### config.mk
export PLATFORM = sky130hd
export DESIGN_NAME = bus_slave_rsp_mux_flat
export DESIGN_NICKNAME = d
export VERILOG_FILES = /design/src/rtl/bus_slave_rsp_mux_pkg.sv /design/src/rtl/bus_slave_rsp_mux_if.sv /design/src/rtl/bus_slave_rsp_mux_prio_enc.sv /design/src/rtl/bus_slave_rsp_mux.sv /design/src/flat_wrapper.sv
export SDC_FILE = /design/constraint.sdc
export NUM_CORES = 1
export LEC_CHECK = 0
export ABC_AREA = 0
export CORE_AREA = 2 2 122 124
export CTS_CLUSTER_DIAMETER = 60
export DETAILED_ROUTE_END_ITERATION = 8
export DIE_AREA = 0 0 124 126
export PLACE_DENSITY = 0.66
export SKIP_LAST_GASP = 1
export SLEW_MARGIN = 20
export SYNTH_ARGS = -nofsm -noshare
export SYNTH_HDL_FRONTEND = slang
export SYNTH_HIERARCHICAL = 1
export SYNTH_SLANG_ARGS = --single-unit
export TNS_END_PERCENT = 10
### constraint.sdc
create_clock -name clk -period 2.1 [get_ports clk]
set_clock_uncertainty 0.15 [all_clocks]
set_input_delay 0.42 -clock clk [delete_from_list [all_inputs] [get_ports clk]]
set_output_delay 0.42 -clock clk [all_outputs]
set_load 0.02 [all_outputs]
### src/rtl/bus_slave_rsp_mux_pkg.sv
// Shared types and constants for the bus slave response multiplexer.
// FSM encodings, default watchdog depth and active-low polarity constants.
package bus_slave_rsp_mux_pkg;

   localparam logic ENABLE_  = 1'b1;
   localparam logic DISABLE_ = 1'b0;
   localparam logic ACT_LO   = 1'b0;
   localparam logic INACT_LO = 1'b1;

   localparam int TIMEOUT_CYC_DEF = 16;

   typedef enum logic [1:0] {
      ST_IDLE = 2'd0,
      ST_WAIT = 2'd1,
      ST_RESP = 2'd2
   } state_t;

   function automatic int idx_width(input int n);
      return (n > 2) ? $clog2(n) : 1;
   endfunction

endpackage

### src/rtl/bus_slave_rsp_mux_if.sv
// Master-side request/response bus and per-slave select/ready/data bundle.
// The mux itself uses the slave modport; the driver of requests uses master.
interface bus_slave_rsp_mux_if #(
   parameter int NUM_SLAVES = 8,
   parameter int DATA_W     = 32
);
   logic                         m_as_;
   logic [NUM_SLAVES-1:0]        s_cs_;
   logic [NUM_SLAVES*DATA_W-1:0] s_rd_data;
   logic [NUM_SLAVES-1:0]        s_rdy_;
   logic [DATA_W-1:0]            m_rd_data;
   logic                         m_rdy_;
   logic                         m_err;
   logic                         busy;

   modport master (
      output m_as_, s_cs_, s_rd_data, s_rdy_,
      input  m_rd_data, m_rdy_, m_err, busy
   );

   modport slave (
      input  m_as_, s_cs_, s_rd_data, s_rdy_,
      output m_rd_data, m_rdy_, m_err, busy
   );

endinterface

### src/rtl/bus_slave_rsp_mux_prio_enc.sv
// Lowest-index priority encoder over an active-low chip-select vector.
module bus_cs_prio_enc
   import bus_slave_rsp_mux_pkg::*;
#(
   parameter int NUM_SLAVES = 8,
   parameter int IDX_W      = idx_width(NUM_SLAVES)
) (
   input  logic [NUM_SLAVES-1:0] s_cs_,
   output logic [IDX_W-1:0]      index,
   output logic                  valid
);

   logic [IDX_W-1:0] w_idx;
   logic             w_vld;

   // Scan from the top so the lowest asserted select is the last one written.
   always_comb begin
      w_idx = '0;
      w_vld = 1'b0;
      for (int i = NUM_SLAVES - 1; i >= 0; i--) begin
         if (s_cs_[i] == ACT_LO) begin
            w_idx = IDX_W'(i);
            w_vld = 1'b1;
         end
      end
   end

   assign index = w_idx;
   assign valid = w_vld;

endmodule

### src/rtl/bus_slave_rsp_mux.sv
// Routes one selected slave's read response back to the bus master.
// Define BUS_SLAVE_TIMEOUT_EN to compile in the WAIT-state watchdog.
module bus_slave_rsp_mux
   import bus_slave_rsp_mux_pkg::*;
#(
   parameter int NUM_SLAVES  = 8,
   parameter int DATA_W      = 32,
   parameter int TIMEOUT_CYC = TIMEOUT_CYC_DEF
) (
   input  logic                  clk,
   input  logic                  reset_,
   bus_slave_rsp_mux_if.slave    bus
);

   localparam int IDX_W = idx_width(NUM_SLAVES);

   if (NUM_SLAVES < 2 || NUM_SLAVES > 16) begin : g_bad_num_slaves
      $error("NUM_SLAVES must be in 2..16");
   end
   if (TIMEOUT_CYC < 2 || TIMEOUT_CYC > 256) begin : g_bad_timeout
      $error("TIMEOUT_CYC must be in 2..256");
   end

   state_t              r_state;
   logic [IDX_W-1:0]    r_sel;
   logic [DATA_W-1:0]   r_rd_data;
   logic                r_rdy_;
   logic                r_err;

   logic [IDX_W-1:0]    w_cs_idx;
   logic                w_cs_vld;
   logic [DATA_W-1:0]   w_sel_data;
   logic                w_sel_rdy_;

`ifdef BUS_SLAVE_TIMEOUT_EN
   localparam int               CNT_W   = (TIMEOUT_CYC > 2) ? $clog2(TIMEOUT_CYC) : 1;
   localparam logic [CNT_W-1:0] CNT_MAX = CNT_W'(TIMEOUT_CYC - 1);
   logic [CNT_W-1:0]            r_cnt;
`endif

   bus_cs_prio_enc #(
      .NUM_SLAVES (NUM_SLAVES),
      .IDX_W      (IDX_W)
   ) u_prio_enc (
      .s_cs_ (bus.s_cs_),
      .index (w_cs_idx),
      .valid (w_cs_vld)
   );

   assign w_sel_data = bus.s_rd_data[r_sel*DATA_W +: DATA_W];
   assign w_sel_rdy_ = bus.s_rdy_[r_sel];

   // Response outputs default to idle every cycle so they only pulse in RESP.
   always_ff @(posedge clk or negedge reset_) begin
      if (!reset_) begin
         r_state   <= ST_IDLE;
         r_sel     <= '0;
         r_rd_data <= '0;
         r_rdy_    <= INACT_LO;
         r_err     <= DISABLE_;
`ifdef BUS_SLAVE_TIMEOUT_EN
         r_cnt     <= '0;
`endif
      end else begin
         r_rd_data <= '0;
         r_rdy_    <= INACT_LO;
         r_err     <= DISABLE_;
         case (r_state)
            ST_IDLE: begin
               if (bus.m_as_ == ACT_LO) begin
                  if (w_cs_vld) begin
                     r_sel   <= w_cs_idx;
                     r_state <= ST_WAIT;
`ifdef BUS_SLAVE_TIMEOUT_EN
                     r_cnt   <= '0;
`endif
                  end else begin
                     r_rdy_  <= ACT_LO;
                     r_err   <= ENABLE_;
                     r_state <= ST_RESP;
                  end
               end
            end
            ST_WAIT: begin
               if (w_sel_rdy_ == ACT_LO) begin
                  r_rd_data <= w_sel_data;
                  r_rdy_    <= ACT_LO;
                  r_state   <= ST_RESP;
               end
`ifdef BUS_SLAVE_TIMEOUT_EN
               else if (r_cnt == CNT_MAX) begin
                  r_rdy_  <= ACT_LO;
                  r_err   <= ENABLE_;
                  r_state <= ST_RESP;
               end else begin
                  r_cnt <= r_cnt + 1'b1;
               end
`endif
            end
            ST_RESP: r_state <= ST_IDLE;
            default: r_state <= ST_IDLE;
         endcase
      end
   end

   assign bus.m_rd_data = r_rd_data;
   assign bus.m_rdy_    = r_rdy_;
   assign bus.m_err     = r_err;
   assign bus.busy      = (r_state != ST_IDLE);

endmodule

### src/flat_wrapper.sv
// flat-port wrapper written by rule: the top's interface ports become plain ports
module bus_slave_rsp_mux_flat import bus_slave_rsp_mux_pkg::*;
#(
   parameter int NUM_SLAVES  = 8,
   parameter int DATA_W      = 32,
   parameter int TIMEOUT_CYC = TIMEOUT_CYC_DEF
)
  (clk, reset_, bus_m_as_, bus_s_cs_, bus_s_rd_data, bus_s_rdy_, bus_m_rd_data, bus_m_rdy_, bus_m_err, bus_busy);
  bus_slave_rsp_mux_if #(.NUM_SLAVES(NUM_SLAVES), .DATA_W(DATA_W)) bus_i ();
  input  logic clk;
  input  logic reset_;
  input wire logic [$bits(bus_i.m_as_)-1:0] bus_m_as_;
  input wire logic [$bits(bus_i.s_cs_)-1:0] bus_s_cs_;
  input wire logic [$bits(bus_i.s_rd_data)-1:0] bus_s_rd_data;
  input wire logic [$bits(bus_i.s_rdy_)-1:0] bus_s_rdy_;
  output wire logic [$bits(bus_i.m_rd_data)-1:0] bus_m_rd_data;
  output wire logic [$bits(bus_i.m_rdy_)-1:0] bus_m_rdy_;
  output wire logic [$bits(bus_i.m_err)-1:0] bus_m_err;
  output wire logic [$bits(bus_i.busy)-1:0] bus_busy;
  assign bus_i.m_as_ = bus_m_as_;
  assign bus_i.s_cs_ = bus_s_cs_;
  assign bus_i.s_rd_data = bus_s_rd_data;
  assign bus_i.s_rdy_ = bus_s_rdy_;
  assign bus_m_rd_data = bus_i.m_rd_data;
  assign bus_m_rdy_ = bus_i.m_rdy_;
  assign bus_m_err = bus_i.m_err;
  assign bus_busy = bus_i.busy;
  bus_slave_rsp_mux #(.NUM_SLAVES(NUM_SLAVES), .DATA_W(DATA_W), .TIMEOUT_CYC(TIMEOUT_CYC)) u_core (.clk(clk), .reset_(reset_), .bus(bus_i));
endmodule
==> results.toml, run 1 <==
[global_routing]
antenna_found_initial = 0
grt_start_max_net_pins = 37
grt_remaining_overflow = 0
grt_pass1_wl_um = 21100
grt_util_all_layers_pct = 18.0
grt_pass1_vias = 3920

[drt]
vias_per_cell = 4.77
vias = 3531
wl_um = 14700
drc = 0
drt_pass1_iterations = 4
wl_per_cell_um = 19.9
drtIter0Drc = 74
antenna_left = 0

[clock_network]
cts-root-buf = "clkbuf_16"
clockBufferDepth = 2
insertion_delay_ps = 270
cts_sinks = 39
clk_pin_slew_worst_paths_ps = 60
cts_buffers = 5
cts_tree = "done"
h-tree-depth = 2

[sta]
setup_viol_count_final = 0
grt_setup_unrepaired = "true"
tightest_slew_ps = 548
finalHoldViolations = 0
fmax_ghz = 0.486
layout_min_cycle_time_ps = 2060
relSlewSlack_pct = 63.4
maxSlewViolCount = 0
postLayoutSetupSlackWorst_ps = 42.6
period_share_pct = 98.0

[setup_path]
worstPathRequired_ps = 2140
endpoint_kind = "register"
critPathSlowestCell = "mux4_2"
crit_family = "multiplexers"
arrival_ps = 2100
worstSetupPathType = "primary input to register"
r2r-start = "u_core/r_sel[0]$_DFFE_PN0P_"
critPathBufInv = 2
cp-start-kind = "primary input"
worst_path_largest_cell_delay_ps = 520
crit_start = "bus_s_rdy_[1]"
path_cells = "clkdlybuf4s50_1, mux2_1, mux4_2, buf_4, nor3_2"
worstPathMaxFanout = 10

[place]
dpl.cell_count = 721
gp_congestion = 0.837
place_ws_ps = -243
dp_hpwl_um = 12300
numPortBuffers = 309
dpl_cell_area_um2 = 6910

[layout]
syn_to_final_growth_pct = 107
fillerInstances = 1283
fin_cells = 741
final_area_um2 = 7210
diodes = 0
nets = 831
drive_gt1_share_pct = 27.5

[power_and_ir_drop]
switchingPower_uw = 2630
p_int_uw = 4320
comb_power_share_pct = 72.4
power.share.clock_pct = 11.0
power_density_nw_per_um2 = 964
sw_frac_of_total_pct = 37.8
ir_worst_vdd_mv = 0.438
seq_power_share_pct = 16.6
leakagePower_uw = 0.00263

[logic_synthesis]
yosys.area.top_type = "mux4_2"
avgSynthCellArea_um2 = 15.2
yosysSeqAreaShare_pct = 28.0
synth_nets = 504
synthCells = 229
yosysUniqueCellTypes = 28
yosysTopAreaCellShare_pct = 42.6
synth_area_leaders = "mux4_2 43%, dfrtp_1 27%, mux2i_1 10%, nor3_2 8.6%, buf_2 1.4%"
ys_warn_count = 6
ys_ff_latch = 39
netlist_area_um2 = 3490

[floorplanning]
fp.dieH_um = 126
coreArea_um2 = 14300
die_x_um = 124
io_pins = 310
initial_core_util_pct = 24.4
rows = 44
dieArea_um2 = 15600

[hold_path]
hold_path.class = "primary input to async pin"

[outcome]
status = "complete, no violations"

[job]
maxCapViolCount = 0
[logic make-up (layout without fill, tap and decap cells)]
family / after synthesis / after routing / synth area share [%]
muxes: 109 / 109 / 55.3
and+or+nand+nor: 44 / 44 / 10.6
DFF: 39 / 39 / 28.0
buffers and inverters: 29 / 357 / 4.55
AOI/OAI and AO/OA: 8 / 8 / 1.58
[registers in the layout (all words and copies together), names as in the netlist]
register	count
u_core/r_state	2
u_core/bus.m_err	1
u_core/r_sel	3
u_core/bus.m_rd_data	32
u_core/bus.m_rdy_	1
[worst paths after layout]
check,end,slack [ps],depth (start not counted)
max,u_core/bus.m_rd_data[21]$_DFF_PN0_,40,5
max in group asynchronous,u_core/r_sel[1]$_DFFE_PN0P_,770,3
min,u_core/bus.m_err$_DFF_PN0_,340,2
max reg2reg,u_core/bus.m_rd_data[21]$_DFF_PN0_,50,4
min reg2reg,u_core/bus.m_err$_DFF_PN0_,430,2
min in group clk,u_core/bus.m_err$_DFF_PN0_,430,2
[cell usage in the layout, fill, tap and decap left out, types with 2 or more instances in the layout]
master,n
mux2_2,3
buf_4,28
nor3_1,4
dfrtp_2,2
clkbuf_16,6
dfrtp_1,35
mux2_1,3
nor3_2,30
nand2_1,5
mux4_2,66
buf_12,5
mux2i_2,2
o21ai_0,2
clkdlybuf4s50_1,307
mux2i_1,34
inv_1,3
[layout make-up]
type	count	area [µm²]	area share, %
multi-input cells	161	2360	32.8
inverters	3	11.3	0.156
flip-flops and latches	39	983	13.6
clock inverters	1	5.00	0.0694
well taps	184	230	3.19
repair buffers	346	3470	48.2
clock buffers	7	143	1.98
[stage by stage]
step	total power (µW)	TNS [ps]	hold WS, ps	utilization [%]
3_3_place_gp	5920	-6680	76.5	48.3
4_1_cts	6760	-57.4	332	49.3
2_1_floorplan	4230	0	-25.6	-
6_report	6950	0	335	50.3
3_5_place_dp	5970	-7030	78.7	48.3
5_1_grt	7390	-58.1	339	50.3
[Yosys cell counts]
cell,number
or3_1,1
a31oi_1,1
mux2_4,1
dfrtp_1,38
a21oi_1,1
mux2_2,3
nand4_1,1
inv_1,3
or2_2,1
buf_6,4
dfstp_2,1
a21o_1,1
a41o_2,1
nor3_2,30
o22ai_1,1
o21ai_0,2
nor3_1,4
mux2_1,3
buf_2,10
buf_4,2
nand2b_1,1
buf_1,4
nand2_1,5
clkbuf_1,6
a41oi_1,1
mux2i_1,36
nand3_1,1
mux4_2,66
[per-layer routing]
layer | GRT usage, % | share of wire (%) | wire length (µm)
met5 | 0 | 0 | 0
met3 | 4.39 | 8.1 | 1190
met1 | 20.0 | 36 | 5270
met2 | 33.6 | 54 | 7980
met4 | 5.16 | 1.8 | 265
[power groups by stage]
stage,combinational [µW],clock (µW),sequential [µW]
floorplan,2840,0,1390
global placement,4730,0,1180
detailed placement,4780,0,1190
CTS,4790,793,1180
global route,5380,823,1190
finish,5030,763,1150
[timing repair]
| action | CTS | global route |
|---|---|---|
| hold endpoints to repair | 3 | 0 |
| endpoints found under the setup margin | 8 | 21 |
| hold buffers | 1 | 0 |
| buffers inserted | 0 | 9 |
| gates resized for setup | 1 | 4 |
| cloned | 0 | 2 |
No activity file was read; power rests on OpenSTA's default activity.
==> run 2: changes to the inputs <==
--- a/config.mk
+++ b/config.mk
@@ -6,10 +6,10 @@
 export NUM_CORES = 1
 export LEC_CHECK = 0
 export ABC_AREA = 0
-export CORE_AREA = 2 2 122 124
+export CORE_AREA = 3 3 157 98
 export CTS_CLUSTER_DIAMETER = 60
 export DETAILED_ROUTE_END_ITERATION = 8
-export DIE_AREA = 0 0 124 126
+export DIE_AREA = 0 0 160 101
 export PLACE_DENSITY = 0.66
 export SKIP_LAST_GASP = 1
 export SLEW_MARGIN = 20
==> run 2 against run 1 <==
  * Utilization fell by 0.56 points
  * Sequential power barely moved
  * Largest cell class unchanged
  * Critical path type is now register to register
  * Global-route usage fell by 0.57 points
  * Non-clock buffer count fell by 17
  * Design area fell by 1.8%
  * Cell count fell by 0.40%
  * Clock-buffer cell count rose by 1
  * First-iteration DRC count rose by 92%
  * Critical path depth fell by 1
  * Die area rose by 3.4%
  * Hold slack improved by 120 ps
==> results.toml, run 2 (synthesis gave the netlist of run 1 again) <==
[job]
maxCapViolCount = 0

[drt]
wl_per_cell_um = 19.7
drt_pass1_iterations = 4
wl_um = 14500
drc = 0
vias = 3427
antenna_left = 0
vias_per_cell = 4.64
drtIter0Drc = 142

[global_routing]
grt_util_all_layers_pct = 17.5
grt_pass1_vias = 3993
antenna_found_initial = 0
grt_start_max_net_pins = 40
gr-usage-met1_pct = 23.1
grt_pass1_wl_um = 22100
grt-busiest-layer = "met2"
grtUsageMet2_pct = 29.2
grt_use_met3_pct = 4.56
grt_remaining_overflow = 0

[layout]
regArea_um2 = 983
syn_to_final_growth_pct = 103
fillerInstances = 1271
layout_common_cells = "307 x clkdlybuf4s50_1, 66 x mux4_2, 36 x mux2i_1"
nets = 814
multi_input_area_um2 = 2360
diodes = 0
drive_gt1_share_pct = 25.0
largest_reg_flops = 32
final_common_cell = "clkdlybuf4s50_1"

[place]
dp_hpwl_um = 12400
numPortBuffers = 309
place_ws_ps = -226
gp_congestion = 0.798

[floorplanning]
fp.dieH_um = 101
initial_core_util_pct = 24.6
io_pins = 310
coreArea_um2 = 14200
rows = 34
dieArea_um2 = 16200
die_x_um = 160

[setup_path]
worstPathRequired_ps = 2140
worstSetupPathType = "register to register"
arrival_ps = 2120
r2r-start = "u_core/r_sel[0]$_DFFE_PN0P_"
cp-start-kind = "register"
reg2reg_setup_slack_ps = 20
crit_start = "u_core/r_sel[0]$_DFFE_PN0P_"
r2r-end = "u_core/bus.m_rd_data[31]$_DFF_PN0_"
worstPathMaxFanout = 32
endpoint_kind = "register"
ff2ff_path_depth = 4

[clock_network]
clockBufferDepth = 2
insertion_delay_ps = 280
h-tree-depth = 2
cts_sinks = 39
clk_pin_slew_worst_paths_ps = 60
cts-root-buf = "clkbuf_16"
post_cts_buffers = 0
cts_buffers = 5
cts_tree = "done"

[sta]
setup_viol_count_final = 0
maxSlewViolCount = 0
finalHoldViolations = 0
grt_setup_unrepaired = "true"
tightest_slew_ps = 391
layout_min_cycle_time_ps = 2080
fmax_ghz = 0.481
period_share_pct = 99.1
postLayoutSetupSlackWorst_ps = 18.8
relSlewSlack_pct = 74.0

[power_and_ir_drop]
power_density_nw_per_um2 = 932
sw_frac_of_total_pct = 38.0
p_int_uw = 4090
finalPower_uw = 6590
comb_power_share_pct = 70.3
power.share.clock_pct = 11.9
ir_worst_vdd_mv = 0.573
leakagePower_uw = 0.00253
seq_power_share_pct = 17.7
switchingPower_uw = 2510

[hold_path]
hold_path.class = "primary input to async pin"

[outcome]
status = "complete, no violations"
[run 2: cell type report]
| class | count | share of cell area [%] |
|---|---|---|
| clock buffers | 8 | 2.21 |
| flip-flops and latches | 39 | 13.9 |
| well taps | 198 | 3.50 |
| multi-input cells | 161 | 33.4 |
| repair buffers | 329 | 46.9 |
| inverters | 3 | 0.159 |
[run 2: metal layers]
layer | wire [µm] | vias to the layer above
met2 | 7120 | 134
met3 | 993 | 9
met4 | 154 | 0
li1 | - | 1576
met1 | 6280 | 1708
met5 | 0 | -
[run 2: power groups by stage]
stage	clock (µW)	sequential, µW	combinational, µW
after floorplan	0	1390	2840
after global placement	0	1180	4660
after detailed placement	0	1180	4710
after CTS	830	1170	4710
after global routing	858	1200	4970
final	788	1170	4640
[run 2: worst max-delay path, cell delays in order, from the launching register on]
cell and delay, ps:
dfrtp_4 550, mux2_1 340, mux4_2 500, buf_12 220, nor3_1 220
[run 2: worst max path at each step]
stage                                                     to  slack, ps
after floorplan           u_core/bus.m_rd_data[10]$_DFF_PN0_        240
after global placement    u_core/bus.m_rd_data[31]$_DFF_PN0_       -180
after detailed placement  u_core/bus.m_rd_data[31]$_DFF_PN0_       -230
after CTS                 u_core/bus.m_rd_data[31]$_DFF_PN0_         10
after global routing      u_core/bus.m_rd_data[31]$_DFF_PN0_        -50
final                     u_core/bus.m_rd_data[31]$_DFF_PN0_         20
[run 2: repair_timing]
item | CTS | global route
setup endpoints to repair | 1 | 13
hold buffers | 1 | 0
resized for setup | 1 | 1
pin swaps | 0 | 0
hold endpoints to repair | 13 | 0
[run 2: stage by stage]
stage / TNS (ps) / cell area [µm²] / cells / util (%) / hold WS (ps)
floorplan: 0 / 3490 / 229 / - / -25.6
global placement: -5460 / 6900 / 729 / 48.6 / 202
detailed placement: -5920 / 6900 / 729 / 48.6 / 210
CTS: 0 / 7070 / 738 / 49.8 / 452
global route: -201 / 7070 / 738 / 49.8 / 477
finish: 0 / 7070 / 738 / 49.8 / 458
==> RTL change: new RTL, flow settings as in run 1 <==
`NUM_SLAVES` is set to 8 in 4 places; all go to 7.
--- a/src/rtl/bus_slave_rsp_mux_if.sv
+++ b/src/rtl/bus_slave_rsp_mux_if.sv
@@ -2,5 +2,5 @@
 // The mux itself uses the slave modport; the driver of requests uses master.
 interface bus_slave_rsp_mux_if #(
-   parameter int NUM_SLAVES = 8,
+   parameter int NUM_SLAVES = 7,
    parameter int DATA_W     = 32
 );
--- a/src/rtl/bus_slave_rsp_mux_prio_enc.sv
+++ b/src/rtl/bus_slave_rsp_mux_prio_enc.sv
@@ -3,5 +3,5 @@
    import bus_slave_rsp_mux_pkg::*;
 #(
-   parameter int NUM_SLAVES = 8,
+   parameter int NUM_SLAVES = 7,
    parameter int IDX_W      = idx_width(NUM_SLAVES)
 ) (
--- a/src/rtl/bus_slave_rsp_mux.sv
+++ b/src/rtl/bus_slave_rsp_mux.sv
@@ -4,5 +4,5 @@
    import bus_slave_rsp_mux_pkg::*;
 #(
-   parameter int NUM_SLAVES  = 8,
+   parameter int NUM_SLAVES  = 7,
    parameter int DATA_W      = 32,
    parameter int TIMEOUT_CYC = TIMEOUT_CYC_DEF
--- a/src/flat_wrapper.sv
+++ b/src/flat_wrapper.sv
@@ -2,5 +2,5 @@
 module bus_slave_rsp_mux_flat import bus_slave_rsp_mux_pkg::*;
 #(
-   parameter int NUM_SLAVES  = 8,
+   parameter int NUM_SLAVES  = 7,
    parameter int DATA_W      = 32,
    parameter int TIMEOUT_CYC = TIMEOUT_CYC_DEF
Ports: changed (resized bus_s_cs_, bus_s_rd_data and bus_s_rdy_); port bits go from 310 to 276. The function was not compared with the original's and may differ.
==> RTL change against run 1 <==
  * Synthesized area fell by 7.1%
  * Setup slack gained 0.090 ns
  * Clock power is 3.7% higher
  * Maximum frequency grew 4.6%
  * Global-route usage decreased by 1.6 points
  * Final cell count increased by 0.67%
  * Sequential cell count stayed put
  * Synthesized cell count increased by 28%
  * Sequential power increased by 5%
  * Core utilization fell by 5.7 points
  * Routed wire length decreased by 12%
  * Final area shrank 11%
  * Combinational power is 16% lower
  * Power shrank 10%
  * Critical path type is now register to output pin
  * Largest power group unchanged
==> RTL change: results (changes against run 1) <==
| Metric | Value |
|---|---|
| Synth Area in Compound Gates | 0.190 (was 0.0158) |
| Routed wl met2 | 6780 µm (was 7980 µm) |
| Vias in the first global route | 3875 (was 3920) |
| Overall routed net length | 13000 µm (was 14700 µm) |
| Met3 Usage GRT | 0.0435 (was 0.0439) |
| Seq cells | 39 (unchanged) |
| Multi-input gates | 223 (was 161) |
| Met3 WL | 1070 µm (was 1190 µm) |
| DRT iter0 DRCs | 110 (was 74) |
| Signal buf overhead | 0.458 (was 0.482) |
| Met2 usage | 0.290 (was 0.336) |
| Worst path arrival time | 1.40 ns (was 2.10 ns) |
| Clk buf depth | 2 (unchanged) |
| Synth Area in Adders | 0 (unchanged) |
| Cells after Synth | 294 (was 229) |
| Final HPWL DP | 10900 µm (was 12300 µm) |
| Pre-CTS setup slack | -0.0120 ns (was -0.243 ns) |
| Largest net degree at the start of global routing | 66 (was 37) |
| Clk_buf instances | 8 (was 7) |
| CP max stage cell | clkdlybuf4s50_1 (was mux4_2) |
| VDD IR max | 0.384 mV (was 0.438 mV) |
| Fillcell total | 1390 (was 1283) |
| Top delay family on crit path | buffers and inverters (was multiplexers) |
| Buffers, non-clock | 290 (was 346) |
| DP Cell Count | 737 (was 721) |
| GP Congestion | 0.859 (was 0.837) |
| Fraction of synthesized area in multiplexers | 0.341 (was 0.553) |
| Relative slew margins | 0.622 (was 0.634) |
| Syn Nets | 535 (was 504) |
| GRT Resource Usage Total | 0.164 (was 0.180) |
| Status | finished, final reports clean (unchanged) |
| Seq area share | 0.154 (was 0.136) |
| First-pass GRT wire length | 19800 µm (was 21100 µm) |
| WL met1 | 4740 µm (was 5270 µm) |
| Seq/Total Area, Yosys | 0.302 (was 0.280) |
| Fin cells | 746 (was 741) |
| Layout area overhead | 97.0% (was 107%) |
| Share of cells above drive strength 1 | 0.171 (was 0.275) |
| Worst path max stage delay | 0.61 ns (was 0.52 ns) |
| Worst min-delay path category | register to register (was input pin to asynchronous set/reset pin) |
| Most frequent cell after synthesis | nor2_1 (was mux4_2) |
| Fraction of area in multi-input gates | 0.326 (was 0.328) |
| DR vias/cell | 4.69 (was 4.77) |
| Synth top area cells | dfrtp_1 (29%), mux4_2 (22%), a211oi_2 (12%) (was mux4_2 (43%), dfrtp_1 (27%), mux2i_1 (10%)) |
| Post-DP Area | 0.00622 mm² (was 0.00691 mm²) |
| Lkg Pwr | 2.41 nW (was 2.63 nW) |
| Port Buffers | 275 (was 309) |
==> RTL change: power breakdown <==
| group | internal, W | switching (W) |
|---|---|---|
| Combinational | 0.00216 | 0.00209 |
| Clock | 0.000506 | 0.000285 |
| Sequential | 0.00104 | 0.000176 |
==> RTL change: final timing paths <==
| path | cells after the start | from | endpoint | slack (ns) |
|---|---|---|---|---|
| min in group asynchronous | 2 | reset_ | u_core/bus.m_rd_data[26] | 0.54 |
| worst max-delay path | 1 | u_core/bus.m_rdy_ | bus_m_rdy_ | 0.13 |
| worst min-delay path | 1 | u_core/r_state[1] | u_core/r_state[0] | 0.35 |
| worst min register to register | 1 | u_core/r_state[1] | u_core/r_state[0] | 0.35 |
| max in group asynchronous | 3 | reset_ | u_core/bus.m_rd_data[22] | 0.63 |
| worst max register to register | 5 | u_core/r_sel[0] | u_core/bus.m_rd_data[9] | 0.16 |
